--- src/rtl/cpu_pkg.sv ---
// Shared CPU-side constants (RAM geometry) and the program loader state encoding.
package cpu_pkg;
  localparam int ADDR_W = 8;
  localparam int DATA_W = 8;

  typedef enum logic [2:0] {
    IDLE,
    LEN,
    DATA,
    CSUM,
    DONE,
    ERR
  } loader_state_t;
endpackage

--- src/rtl/ram_loader_if.sv ---
// Loader byte stream in (rx_*) and RAM write port out (ram_*); slave side is the loader.
interface ram_loader_if;
  import cpu_pkg::*;

  logic [DATA_W-1:0] rx_data;
  logic              rx_valid;
  logic [ADDR_W-1:0] ram_addr;
  logic [DATA_W-1:0] ram_data;
  logic              ram_sel;

  modport master (output rx_data, rx_valid, input ram_addr, ram_data, ram_sel);
  modport slave  (input rx_data, rx_valid, output ram_addr, ram_data, ram_sel);
endinterface

--- src/rtl/ram_loader.sv ---
// Length-prefixed image loader filling RAM 0..N-1 while holding the CPU in halt.
// RAM_LOADER_CHECKSUM_EN adds a trailing 8-bit additive checksum byte and the error path.
module ram_loader
  import cpu_pkg::*;
(
  input  logic         clk,
  input  logic         rst,
  input  logic         start,
  ram_loader_if.slave  bus,
  output logic         cpu_halt,
  output logic         done,
  output logic         error
);

  localparam int CNT_W = ADDR_W + 1;
  localparam logic [CNT_W-1:0] CNT_ONE = {{ADDR_W{1'b0}}, 1'b1};
  localparam logic [CNT_W-1:0] LEN_MAX = {1'b1, {ADDR_W{1'b0}}};

  loader_state_t     state_q, state_d;
  logic [CNT_W-1:0]  count_q, count_d;
  logic [CNT_W-1:0]  len_q, len_d;
  logic [ADDR_W-1:0] addr_q, addr_d;
  logic [DATA_W-1:0] data_q, data_d;
  logic              sel_q, sel_d;
  logic              halt_q, halt_d;
  logic              done_q, done_d;
`ifdef RAM_LOADER_CHECKSUM_EN
  logic [DATA_W-1:0] sum_q, sum_d;
  logic              error_q, error_d;
`endif

  always_ff @(posedge clk or posedge rst) begin
    if (rst) begin
      state_q <= IDLE;
      count_q <= '0;
      len_q   <= '0;
      addr_q  <= '0;
      data_q  <= '0;
      sel_q   <= 1'b0;
      halt_q  <= 1'b0;
      done_q  <= 1'b0;
`ifdef RAM_LOADER_CHECKSUM_EN
      sum_q   <= '0;
      error_q <= 1'b0;
`endif
    end else begin
      state_q <= state_d;
      count_q <= count_d;
      len_q   <= len_d;
      addr_q  <= addr_d;
      data_q  <= data_d;
      sel_q   <= sel_d;
      halt_q  <= halt_d;
      done_q  <= done_d;
`ifdef RAM_LOADER_CHECKSUM_EN
      sum_q   <= sum_d;
      error_q <= error_d;
`endif
    end
  end

  always_comb begin
    state_d = state_q;
    count_d = count_q;
    len_d   = len_q;
    addr_d  = addr_q;
    data_d  = data_q;
    sel_d   = 1'b0;
    halt_d  = halt_q;
    done_d  = done_q;
`ifdef RAM_LOADER_CHECKSUM_EN
    sum_d   = sum_q;
    error_d = error_q;
`endif
    case (state_q)
      // Bytes arriving while parked (even alongside start) are deliberately dropped.
      IDLE, DONE, ERR: begin
        if (start) begin
          state_d = LEN;
          halt_d  = 1'b1;
          done_d  = 1'b0;
          count_d = '0;
`ifdef RAM_LOADER_CHECKSUM_EN
          sum_d   = '0;
          error_d = 1'b0;
`endif
        end
      end
      LEN: begin
        if (bus.rx_valid) begin
          len_d   = (bus.rx_data == '0) ? LEN_MAX : CNT_W'(bus.rx_data);
          state_d = DATA;
        end
      end
      DATA: begin
        if (bus.rx_valid) begin
          sel_d   = 1'b1;
          addr_d  = count_q[ADDR_W-1:0];
          data_d  = bus.rx_data;
          count_d = count_q + CNT_ONE;
`ifdef RAM_LOADER_CHECKSUM_EN
          sum_d   = sum_q + bus.rx_data;
`endif
          if ((count_q + CNT_ONE) == len_q) begin
`ifdef RAM_LOADER_CHECKSUM_EN
            state_d = CSUM;
`else
            state_d = DONE;
            done_d  = 1'b1;
            halt_d  = 1'b0;
`endif
          end
        end
      end
`ifdef RAM_LOADER_CHECKSUM_EN
      CSUM: begin
        if (bus.rx_valid) begin
          if (bus.rx_data == sum_q) begin
            state_d = DONE;
            done_d  = 1'b1;
            halt_d  = 1'b0;
          end else begin
            state_d = ERR;
            error_d = 1'b1;
          end
        end
      end
`endif
      default: state_d = IDLE;
    endcase
  end

  assign bus.ram_addr = addr_q;
  assign bus.ram_data = data_q;
  assign bus.ram_sel  = sel_q;
  assign cpu_halt     = halt_q;
  assign done         = done_q;
`ifdef RAM_LOADER_CHECKSUM_EN
  assign error        = error_q;
`else
  assign error        = 1'b0;
`endif

endmodule

--- src/flat_wrapper.sv ---
// flat-port wrapper written by rule: the top's interface ports become plain ports
module ram_loader_flat import cpu_pkg::*;
  (clk, rst, start, cpu_halt, done, error, bus_rx_data, bus_rx_valid, bus_ram_addr, bus_ram_data, bus_ram_sel);
  ram_loader_if bus_i ();
  input  logic clk;
  input  logic rst;
  input  logic start;
  output logic cpu_halt;
  output logic done;
  output logic error;
  input wire logic [$bits(bus_i.rx_data)-1:0] bus_rx_data;
  input wire logic [$bits(bus_i.rx_valid)-1:0] bus_rx_valid;
  output wire logic [$bits(bus_i.ram_addr)-1:0] bus_ram_addr;
  output wire logic [$bits(bus_i.ram_data)-1:0] bus_ram_data;
  output wire logic [$bits(bus_i.ram_sel)-1:0] bus_ram_sel;
  assign bus_i.rx_data = bus_rx_data;
  assign bus_i.rx_valid = bus_rx_valid;
  assign bus_ram_addr = bus_i.ram_addr;
  assign bus_ram_data = bus_i.ram_data;
  assign bus_ram_sel = bus_i.ram_sel;
  ram_loader u_core (.clk(clk), .rst(rst), .start(start), .bus(bus_i), .cpu_halt(cpu_halt), .done(done), .error(error));
endmodule
--- config.mk ---
export PLATFORM = sky130hd
export DESIGN_NAME = ram_loader_flat
export DESIGN_NICKNAME = d
export VERILOG_FILES = /design/src/rtl/cpu_pkg.sv /design/src/rtl/ram_loader_if.sv /design/src/rtl/ram_loader.sv /design/src/flat_wrapper.sv
export SDC_FILE = /design/constraint.sdc
export NUM_CORES = 1
export LEC_CHECK = 0
export CAP_MARGIN = 20
export CORE_AREA = 5 5 71 73
export CTS_BUF_LIST = sky130_fd_sc_hd__clkbuf_16
export DETAILED_ROUTE_END_ITERATION = 10
export DIE_AREA = 0 0 76 78
export PLACE_DENSITY = 0.8
export SLEW_MARGIN = 0
export SYNTH_ARGS = -nofsm -noshare
export SYNTH_HDL_FRONTEND = slang
export SYNTH_SLANG_ARGS = --single-unit
--- constraint.sdc ---
create_clock -name clk -period 4.9 [get_ports clk]
set_clock_uncertainty 0.05 [all_clocks]
set_input_delay 0.98 -clock clk [delete_from_list [all_inputs] [get_ports clk]]
set_output_delay 0.98 -clock clk [all_outputs]
set_load 0.01 [all_outputs]
==> Word-level counts from Yosys, hierarchy flattened <==
Cells that the tools add are included.
{ "word_totals": {"out_inout_bits": 20, "register_bits": 40, "word_cells": 46} }
{ "op_classes": {"n_reduce_logical": 9, "muxes": 19, "addsub": 1, "eq_ne": 9} }
{ "ops": {"columns": ["op", "count"], "rows": [
  ["$mux W9", 3],
  ["$pmux W9 S2", 1],
  ["$mux W3", 4],
  ["$add A9 B1 Y9 const B", 1],
  ["$eq A9 B9 Y1", 1],
  ["$pmux W3 S3", 1],
  ["$logic_not A8 Y1", 1],
  ["$mux W1", 8],
  ["$reduce_and A4 Y1", 2],
  ["$eq A3 B3 Y1 const B", 2],
  ["$ne A2 B2 Y1 const B", 3],
  ["$pmux W1 S2", 2],
  ["$reduce_and A2 Y1", 2],
  ["$eq A3 B1 Y1 const B", 1],
  ["$eq A3 B2 Y1 const B", 1],
  ["$logic_not A3 Y1", 1],
  ["$reduce_and A3 Y1", 1],
  ["$reduce_or A3 Y1", 1],
  ["$ne A2 B1 Y1 const B", 1],
  ["$reduce_bool A2 Y1", 1]
]} }

==> Logic depth before layout (Yosys ltp) <==
Gate-level depths: netlist of run 1.
{ "depth": {"ltp_word": 5, "depth_mapped": 7} }

==> Worst setup path before layout of run 1 <==
No wires, ideal clock.
{ "synth_path": {"kind": "input to register", "startpoint": "input port bus_rx_valid", "endpoint": "register u_core.count_q[2]", "setup_ns": 0.083, "arrival_time_ns": 2.072, "stages": 7, "setup_slack_ns": 2.695, "cell_sequence": "nand3b_1 > or2_2 > clkbuf_1 > inv_1 > clkbuf_1 > nand2_1 > o21ai_0"} }
{ "synth_between": {"elab_chain_len": 2} }
{ "synth_lines": {"columns": ["element", "line", "text"], "rows": [
  ["start: declaration", "flat_wrapper.sv:12", "input wire logic [$bits(bus_i.rx_valid)-1:0] bus_rx_valid;"],
  ["$ne A2 B2 Y1 (no line)", null, null],
  ["$reduce_and A3 Y1 (no line)", null, null],
  ["end signal: assignment", "ram_loader.sv:48", "count_q <= count_d;"],
  ["end: declaration", "ram_loader.sv:20", "logic [CNT_W-1:0] count_q, count_d;"]
]} }
No other way between the ends.
A chain may end at the register's enable or synchronous reset.

==> Final worst setup path of run 1 <==
{ "layout_path": {"startpoint": "input port bus_rx_valid", "endpoint": "register u_core.halt_q, in the netlist u_core.cpu_halt"} }
{ "layout_between": {"elab_chain_len": 2} }
{ "layout_lines": {"columns": ["element", "line", "text"], "rows": [
  ["$ne A2 B2 Y1 (no line)", null, null],
  ["$reduce_and A4 Y1 (no line)", null, null],
  ["end signal: assignment", "ram_loader.sv:53", "halt_q <= halt_d;"],
  ["end: declaration", "ram_loader.sv:25", "logic halt_q, halt_d;"]
]} }
No other way between the ends.

==> summary by stage, run 1 <==
Outcome
The flow ran to the end, and the final reports show no timing, DRC or antenna violations.

Min path
The class of the worst hold path is reg -> reg. The cell count of the worst hold path is 2. The worst hold path begins at u_core.bus.ram_addr[6]$_DFFE_PP0P_. The sink of the worst hold path is u_core.bus.ram_addr[6]$_DFFE_PP0P_.

Routing
The number of routed nets with antenna violations is 0. The routed layout has 1,524 vias. Wires add up to 3993 um.

The per-cell via count in the routed design is 5.237. The initial detailed-routing violation count is 66. The average detailed-routed wire length per instance is 13.72 um. The first TritonRoute pass finished after 4 iterations. After detailed routing, the number of remaining DRC violations is 0.

Place
The HPWL after detailed placement is 2780 um. The global placer's final weighted congestion is 0.8848. At the placement stage, the worst setup path has a slack of 1.612 ns. Input and output buffers added on the ports amount to 30.

Floorplan
32 I/O pins were placed. The die is 76 um wide. The initial cell density of the core is 0.4583. After floorplanning, the core was divided into 24 placement rows.

The die covers 5928 um2. The floorplan step set the die height to 78 um. The core area is 4294 um2.

Worst setup path
At the worst endpoint, the required time is 5.02 ns. The setup slack on the worst flop-to-flop path is 2.50 ns. Tracing the worst setup path back leads to its startpoint at bus_rx_valid. In this run the critical register-to-register path is captured at u_core.state_q[1]$_DFFE_PP0P_. The startpoint of the worst-slack reg-to-reg timing path is u_core.count_q[0]$_DFFE_PP0P_.

The category of the critical setup timing path is in -> reg. At the worst endpoint, the arrival time is 3.10 ns. STA classifies the critical path endpoint as a flip-flop. The critical-path maximum fanout is 27. The cell depth of the worst flop-to-flop path is 6. The worst setup path is launched from a primary input.

CTS
The number of clock buffers added by TritonCTS is 5. Counting every sink on the clock net gives 40. The number of H-tree branching levels is 2. In this run the clock root is driven by a sky130_fd_sc_hd__clkbuf_16. The post-CTS repair timing setup buffer count is 0. The clock-pin transition on the worst setup and hold timing paths is 0.06 ns.

The count of hold buffers inserted by post-cts repair is 0. The maximum clock insertion buffer count is 2. TritonCTS built the clock tree. The count of instances resized after the clock tree is built is 0. The later pin in the worst-skew pair is clocked with a latency of 0.28 ns.

Cells and area
In the final layout, the share of cells above drive strength 1 is 0.1004. The antenna diode count is 0. Compared with the post-synthesis result, the final layout area differs by 24.09%. At the end of the flow, the number of nets in the layout was 251.

Timing
The slew of the pin with the lowest slew margin is 0.6418 ns. The smallest clock period supported by the final layout is computed as 2.977 ns. Setup violations remaining at the end of the flow were counted as 0. Measured against its own limit, the worst slew margin works out to 0.5717. In the finished design, the share of the clock period the worst path needs comes to 0.6076.

The number of max-slew violations in the final report came to 0. The final worst hold slack is 0.4198 ns. The hold violation total from the final report is 0.

The achievable frequency is 0.3359 GHz. Setup repair after global routing left no endpoint under its margin. The least setup slack across all paths after layout is 1.923 ns. After routing, the total negative slack on setup checks comes to 0 ns.

Global route
The total congestion overflow after global routing is 0. The overall track demand over capacity in global routing is 0.1434. The largest net degree at the start of global routing is 41.

The initial antenna violation count came to 0. The via count of the first global-routing pass is 1,494. The first global-routing pass estimated 7044 um of wire.

Synthesis
The area of the mapped netlist is 1968 um2. For this run, the leading register cell type out of synthesis is sky130_fd_sc_hd__dfrtp_1. The sequential-to-total area share from yosys stat is 0.5086. The synthesized flop and latch total is 40. Synthesis produced 212 cells. The count of cell types in the netlist is 47. The number of warning messages in the yosys log is 0. After synthesis, the share of flip-flops with an asynchronous set or reset is 1.000. The number of flops mapped to enable cells by yosys is 0. Each instance of the synthesized netlist takes up on average 9.284 um2. The synthesized netlist net count is 225.

Flow run
The tool flagged a number of max-cap violations equal to 0.

Power and ir drop
The part of the power in combinational logic is 0.343. Summed over all nets, the switching power comes to 0.0004404 W. The fraction of power consumed by the clock network is 0.265. The switching power as a share of total power is 0.3243. The standby leakage power is 1.089 nW.

Cell internal power was estimated by the tool at 0.0009174 W. Of the total power, registers draw 0.392. Across the VDD grid, the largest voltage drop is 0.2606 mV. In this run the power density over the cells is 555.9 nW/um2.
## registers in the layout (all words and copies together) (netlist names)
signal and count:
u_core.cpu_halt 1, u_core.len_q 9, u_core.bus.ram_sel 1, u_core.state_q 3, u_core.count_q 9, u_core.bus.ram_addr 8
u_core.bus.ram_data 8, u_core.done 1
## through the flow
stage,total power (W),cell area (um2),cells,utilization
2_1_floorplan,0.0008291,1968,212,-
3_3_place_gp,0.0009897,2280,283,0.5309
3_5_place_dp,0.001005,2280,283,0.5309
4_1_cts,0.001373,2442,291,0.5688
5_1_grt,0.001456,2442,291,0.5688
6_report,0.001358,2442,291,0.5688
## critical path, cell delays in order
cell	delay, ns
sky130_fd_sc_hd__clkdlybuf4s50_1	0.50
sky130_fd_sc_hd__nand3b_1	0.12
sky130_fd_sc_hd__or2_2	0.51
sky130_fd_sc_hd__inv_1	0.57
sky130_fd_sc_hd__nand3_1	0.20
sky130_fd_sc_hd__o22a_1	0.20
## synthesized netlist by cell type, drive strengths merged (2+ instances only)
library cell | n | area [um2]
o21ai | 20 | 100.1
dfrtp | 40 | 1001
xor2 | 3 | 26.28
xnor2 | 4 | 35.03
o211ai | 3 | 22.52
nand3 | 8 | 45.04
nor4 | 2 | 12.51
or3 | 2 | 12.51
nand4 | 2 | 12.51
and2 | 2 | 12.51
nor2 | 10 | 37.54
nand2b | 3 | 18.77
o31ai | 2 | 15.01
and3 | 2 | 13.77
inv | 6 | 22.52
a311oi | 2 | 17.52
buf | 5 | 38.78
clkbuf | 8 | 30.03
mux2 | 7 | 78.83
a21oi | 3 | 15.01
a22o | 2 | 17.52
a211o | 2 | 18.77
nand2 | 56 | 212.7
## logic make-up after synthesis
family | synth area share
AND/OR/NAND/NOR | 0.2263
AO/OA/AOI/OAI | 0.1341
flip-flops | 0.5086
buffers and inverters | 0.04640
multiplexers | 0.04514
XOR/XNOR | 0.03115
adder cells (fa/ha/maj) | 0.006356
other | 0.001905
## cell usage in the layout (no fill, tap or decap), types with 4 or more instances in the layout
cell                              count
sky130_fd_sc_hd__o21ai_0             20
sky130_fd_sc_hd__clkbuf_16            5
sky130_fd_sc_hd__xnor2_1              4
sky130_fd_sc_hd__clkdlybuf4s50_1     30
sky130_fd_sc_hd__nand3_1              7
sky130_fd_sc_hd__inv_1                6
sky130_fd_sc_hd__dfrtp_1             40
sky130_fd_sc_hd__nor2_1              10
sky130_fd_sc_hd__mux2_2               7
sky130_fd_sc_hd__nand2_1             55
## routing by layer
metal	vias up	part of all wire	track usage
met3	6	0.054	0.03704
met1	714	0.48	0.1978
li1	768	-	-
met5	-	0	0
met2	36	0.45	0.2192
met4	0	0.015	0.04804
## worst max-delay path by stage
stage,endpoint,slack [ns],cells after the start
after floorplan,u_core.count_q[2]$_DFFE_PP0P_,2.70,7
after global placement,u_core.cpu_halt$_DFFE_PP0P_,1.71,6
after detailed placement,u_core.cpu_halt$_DFFE_PP0P_,1.61,6
after CTS,u_core.cpu_halt$_DFFE_PP0P_,1.89,6
after global routing,u_core.state_q[2]$_DFFE_PP0P_,1.70,6
final,u_core.cpu_halt$_DFFE_PP0P_,1.92,6
## power groups by stage
stage,registers (W),logic [W],clock network [W]
final,0.000533,0.000465,0.000360
after floorplan,0.000532,0.000297,0
after global routing,0.000550,0.000525,0.000381
after detailed placement,0.000536,0.000468,0
after global placement,0.000534,0.000455,0
after CTS,0.000534,0.000473,0.000366
## cell type report
class | instances | area [um2]
clock buffers | 5 | 125.1
clock inverters | 3 | 37.54
fillers | 381 | 1852
inverters | 6 | 22.52
multi-input cells | 153 | 875.8
flip-flops and latches | 40 | 1001
well taps | 52 | 65.06
repair buffers | 32 | 315.3
(Power assumes the default switching activity.)
==> run 2, diff against run 1 <==
--- a/config.mk
+++ b/config.mk
@@ -10,7 +10,7 @@
 export CTS_BUF_LIST = sky130_fd_sc_hd__clkbuf_16
 export DETAILED_ROUTE_END_ITERATION = 10
 export DIE_AREA = 0 0 76 78
-export PLACE_DENSITY = 0.8
+export PLACE_DENSITY = 0.83
 export SLEW_MARGIN = 0
 export SYNTH_ARGS = -nofsm -noshare
 export SYNTH_HDL_FRONTEND = slang
==> constraint.sdc (replaced) <==
create_clock -name clk -period 2.7 [get_ports clk]
set_clock_uncertainty 0.05 [all_clocks]
set_input_delay 0.54 -clock clk [delete_from_list [all_inputs] [get_ports clk]]
set_output_delay 0.54 -clock clk [all_outputs]
set_load 0.01 [all_outputs]
==> summary by stage, run 2 (synthesized netlist as in run 1, its figures left out) <==
Place
The global placer's final weighted congestion was 0.8855 (about the same). The total half-perimeter wirelength after legalization and detailed placement is 2918 um (+5.0%). The number of port buffers is 30 (unchanged).

The number of placed instances with taps included came to 286 (+1.1%). The total cell area at the placement stage is 2302 um2 (+0.99%).

Timing
Of the available clock period, the critical path in the final layout requires 0.8802. The final worst hold slack is 0.4193 ns (-0.0005080 ns). The number of max-slew violations in the final report is 0 (unchanged).

The setup total negative slack is 0 ns (unchanged). Derived from the worst setup path, the maximum achievable clock frequency is 0.4208 GHz. The final setup violation count is 0 (unchanged). The worst path in the final design needs a cycle of 2.377 ns, including I/O delays and setup. The hold violation total from the final report came to 0 (unchanged). Setup repair after global routing left no endpoint under its margin.

Global route
The total congestion overflow after global routing was 0 (unchanged). The global-route wire length before repair is 7079 um (+0.50%). The overall track demand over capacity in global routing came to 0.1472 (+0.003786). The via count of the first global-routing pass is 1,513 (+1.3%). The initial antenna violation count is 0 (unchanged). The largest net degree at the start of global routing is 41 (unchanged).

Cells and area
The final net count is 254 (+1.2%). The most common cell after layout, fill and taps aside is sky130_fd_sc_hd__nand2_1. The layout overhead on the synthesized area is 24.09% (unchanged). The antenna diode count is 0 (unchanged). The post-route standard cell area excluding fillers is 2442 um2 (unchanged). In the final layout, the registers with the most flip-flops are u_core.count_q (9), u_core.len_q (9). The filler cell count is 387 (+1.6%). The post-layout instance count excluding filler cells came to 294 (+1.0%). The share of cells above drive strength 1 is 0.1116 (+0.01115). The library cells used most frequently in the layout, excluding fill and tap cells, are sky130_fd_sc_hd__nand2_1 (55), sky130_fd_sc_hd__dfrtp_1 (40), sky130_fd_sc_hd__clkdlybuf4s50_1 (30), sky130_fd_sc_hd__o21ai_0 (20), sky130_fd_sc_hd__nor2_1 (10).

Min path
The cell count of the worst hold path came to 2 (unchanged). In this run the most critical hold path is launched from u_core.bus.ram_addr[4]$_DFFE_PP0P_. The path class of the tightest hold or removal check is reg -> reg. For hold timing, the worst endpoint is u_core.bus.ram_addr[4]$_DFFE_PP0P_.

CTS
The clock-pin transition on the worst setup and hold timing paths is 0.06 ns (about the same). The clock latency on the worst-skew pair is 0.28 ns (about the same). The post-CTS repair timing setup buffer count is 0 (unchanged).

The count of hold buffers inserted by post-cts repair is 0 (unchanged). The number of H-tree branching levels came to 2 (unchanged). The TritonCTS clock tree is built. Clock tree synthesis selected as its root buffer the cell sky130_fd_sc_hd__clkbuf_16. The maximum clock insertion buffer count is 2 (unchanged). The TritonCTS sink count came to 40 (unchanged). The count of instances resized after the clock tree is built is 0 (unchanged). The clock buffer count from CTS came to 5 (unchanged).

Floorplan
The count of pins on the block boundary came to 32 (unchanged). The height of the die is 78 um (unchanged). The full die area is 5928 um2 (unchanged). The number of core rows is 24 (unchanged).

The initial cell density of the core is 0.4583 (unchanged). The core area was 4294 um2 (unchanged). The die boundary width is 76 um (unchanged).

Routing
The initial detailed-routing violation count came to 62 (-6.1%). The number of routed nets with antenna violations is 0 (unchanged). The length of the first detailed-routing pass in iterations is 4 (unchanged). The average detailed-routed wire length per instance was 13.99 um (+2.0%). The count of unresolved DRC violations after routing was 0 (unchanged). The number of vias in the routed layout is 1,545 (+1.4%). The per-cell via count in the routed design came to 5.255 (+0.34%). The wire length after detailed routing is 4114 um (+3.0%).

Worst setup path
The maximum cell stage delay along the critical path is 0.50 ns (-0.07 ns). The data required time of the critical path is 2.81 ns (-2.21 ns). The startpoint identified for the worst register-to-register timing path is u_core.count_q[0]$_DFFE_PP0P_. The critical-path maximum fanout is 8 (-70%). The slowest stage cell on the critical path is sky130_fd_sc_hd__or4b_4. The setup slack on the worst flop-to-flop path is 0.32 ns (-2.18 ns).

The endpoint identified for the worst register-to-register timing path is u_core.state_q[1]$_DFFE_PP0P_. Traced cell by cell, the critical path runs through ha_1 > nand2_2 > or3_1 > a31oi_1 > or4b_4 > a211o_1. The data arrival time of the critical path is 2.49 ns (-0.61 ns). STA classifies the critical path endpoint as a flip-flop. The cell depth of the worst flop-to-flop path came to 6 (unchanged). The critical path in this run is classified as reg -> reg. The type of origin of the critical path is a flip-flop.

Power and ir drop
The cell area power density was 982.9 nW/um2 (+77%). The standby leakage power is 1.093 nW (+0.39%). The worst ir drop on vdd came to 0.5790 mV (+120%).

Outcome
The flow ran to the end, and the final reports show no timing, DRC or antenna violations.

Flow run
The number of max-cap violations is 0 (unchanged).
## run 2: cell type report
| type | count | area (um2) | share of cell area |
|---|---|---|---|
| flip-flops and latches | 40 | 1001 | 0.4098 |
| multi-input cells | 153 | 875.8 | 0.3586 |
| repair buffers | 35 | 337.8 | 0.1383 |
| clock buffers | 5 | 125.1 | 0.05123 |
| well taps | 52 | 65.06 | 0.02664 |
| inverters | 6 | 22.52 | 0.009221 |
| clock inverters | 3 | 15.01 | 0.006148 |
## run 2: worst max-delay path by stage
stage                                  startpoint                       endpoint  slack [ns]  depth (start not counted)
floorplan           u_core.count_q[0]$_DFFE_PP0P_  u_core.state_q[1]$_DFFE_PP0P_        0.50                          6
global placement    u_core.count_q[0]$_DFFE_PP0P_  u_core.state_q[1]$_DFFE_PP0P_        0.41                          6
detailed placement  u_core.count_q[0]$_DFFE_PP0P_  u_core.state_q[1]$_DFFE_PP0P_        0.33                          6
CTS                 u_core.count_q[0]$_DFFE_PP0P_  u_core.state_q[1]$_DFFE_PP0P_        0.33                          6
global route        u_core.count_q[0]$_DFFE_PP0P_  u_core.state_q[1]$_DFFE_PP0P_        0.12                          6
finish              u_core.count_q[0]$_DFFE_PP0P_  u_core.state_q[1]$_DFFE_PP0P_        0.32                          6
## run 2: through the flow
step | total power [W] | util | worst slack [ns]
floorplan | 0.001505 | - | 0.5034
global placement | 0.001821 | 0.5361 | 0.4115
detailed placement | 0.001860 | 0.5361 | 0.3339
CTS | 0.002435 | 0.5688 | 0.3277
global route | 0.002574 | 0.5688 | 0.1176
finish | 0.002401 | 0.5688 | 0.3234
## run 2: critical path, delay by kind of cell, from the launching register on
family,cells,cell delay [ns]
flops,1,0.48
simple gates,3,0.96
fa+ha+maj,1,0.32
compound gates,2,0.43
## run 2: report_power, final
part / switching (W) / internal, W / leakage (nW)
clock network: 0.000222 / 0.000335 / 0.0687
logic: 0.000414 / 0.000459 / 0.515
registers: 0.000178 / 0.000793 / 0.509
total: 0.000813 / 0.00159 / 1.09
## run 2: routing by layer
metal  part of all wire  vias up  global-route usage
li1                   -      777                   -
met1               0.47      722              0.1916
met2               0.45       40              0.2217
met3              0.061        6             0.05093
met4              0.019        0             0.06406
met5                  0        -                   0
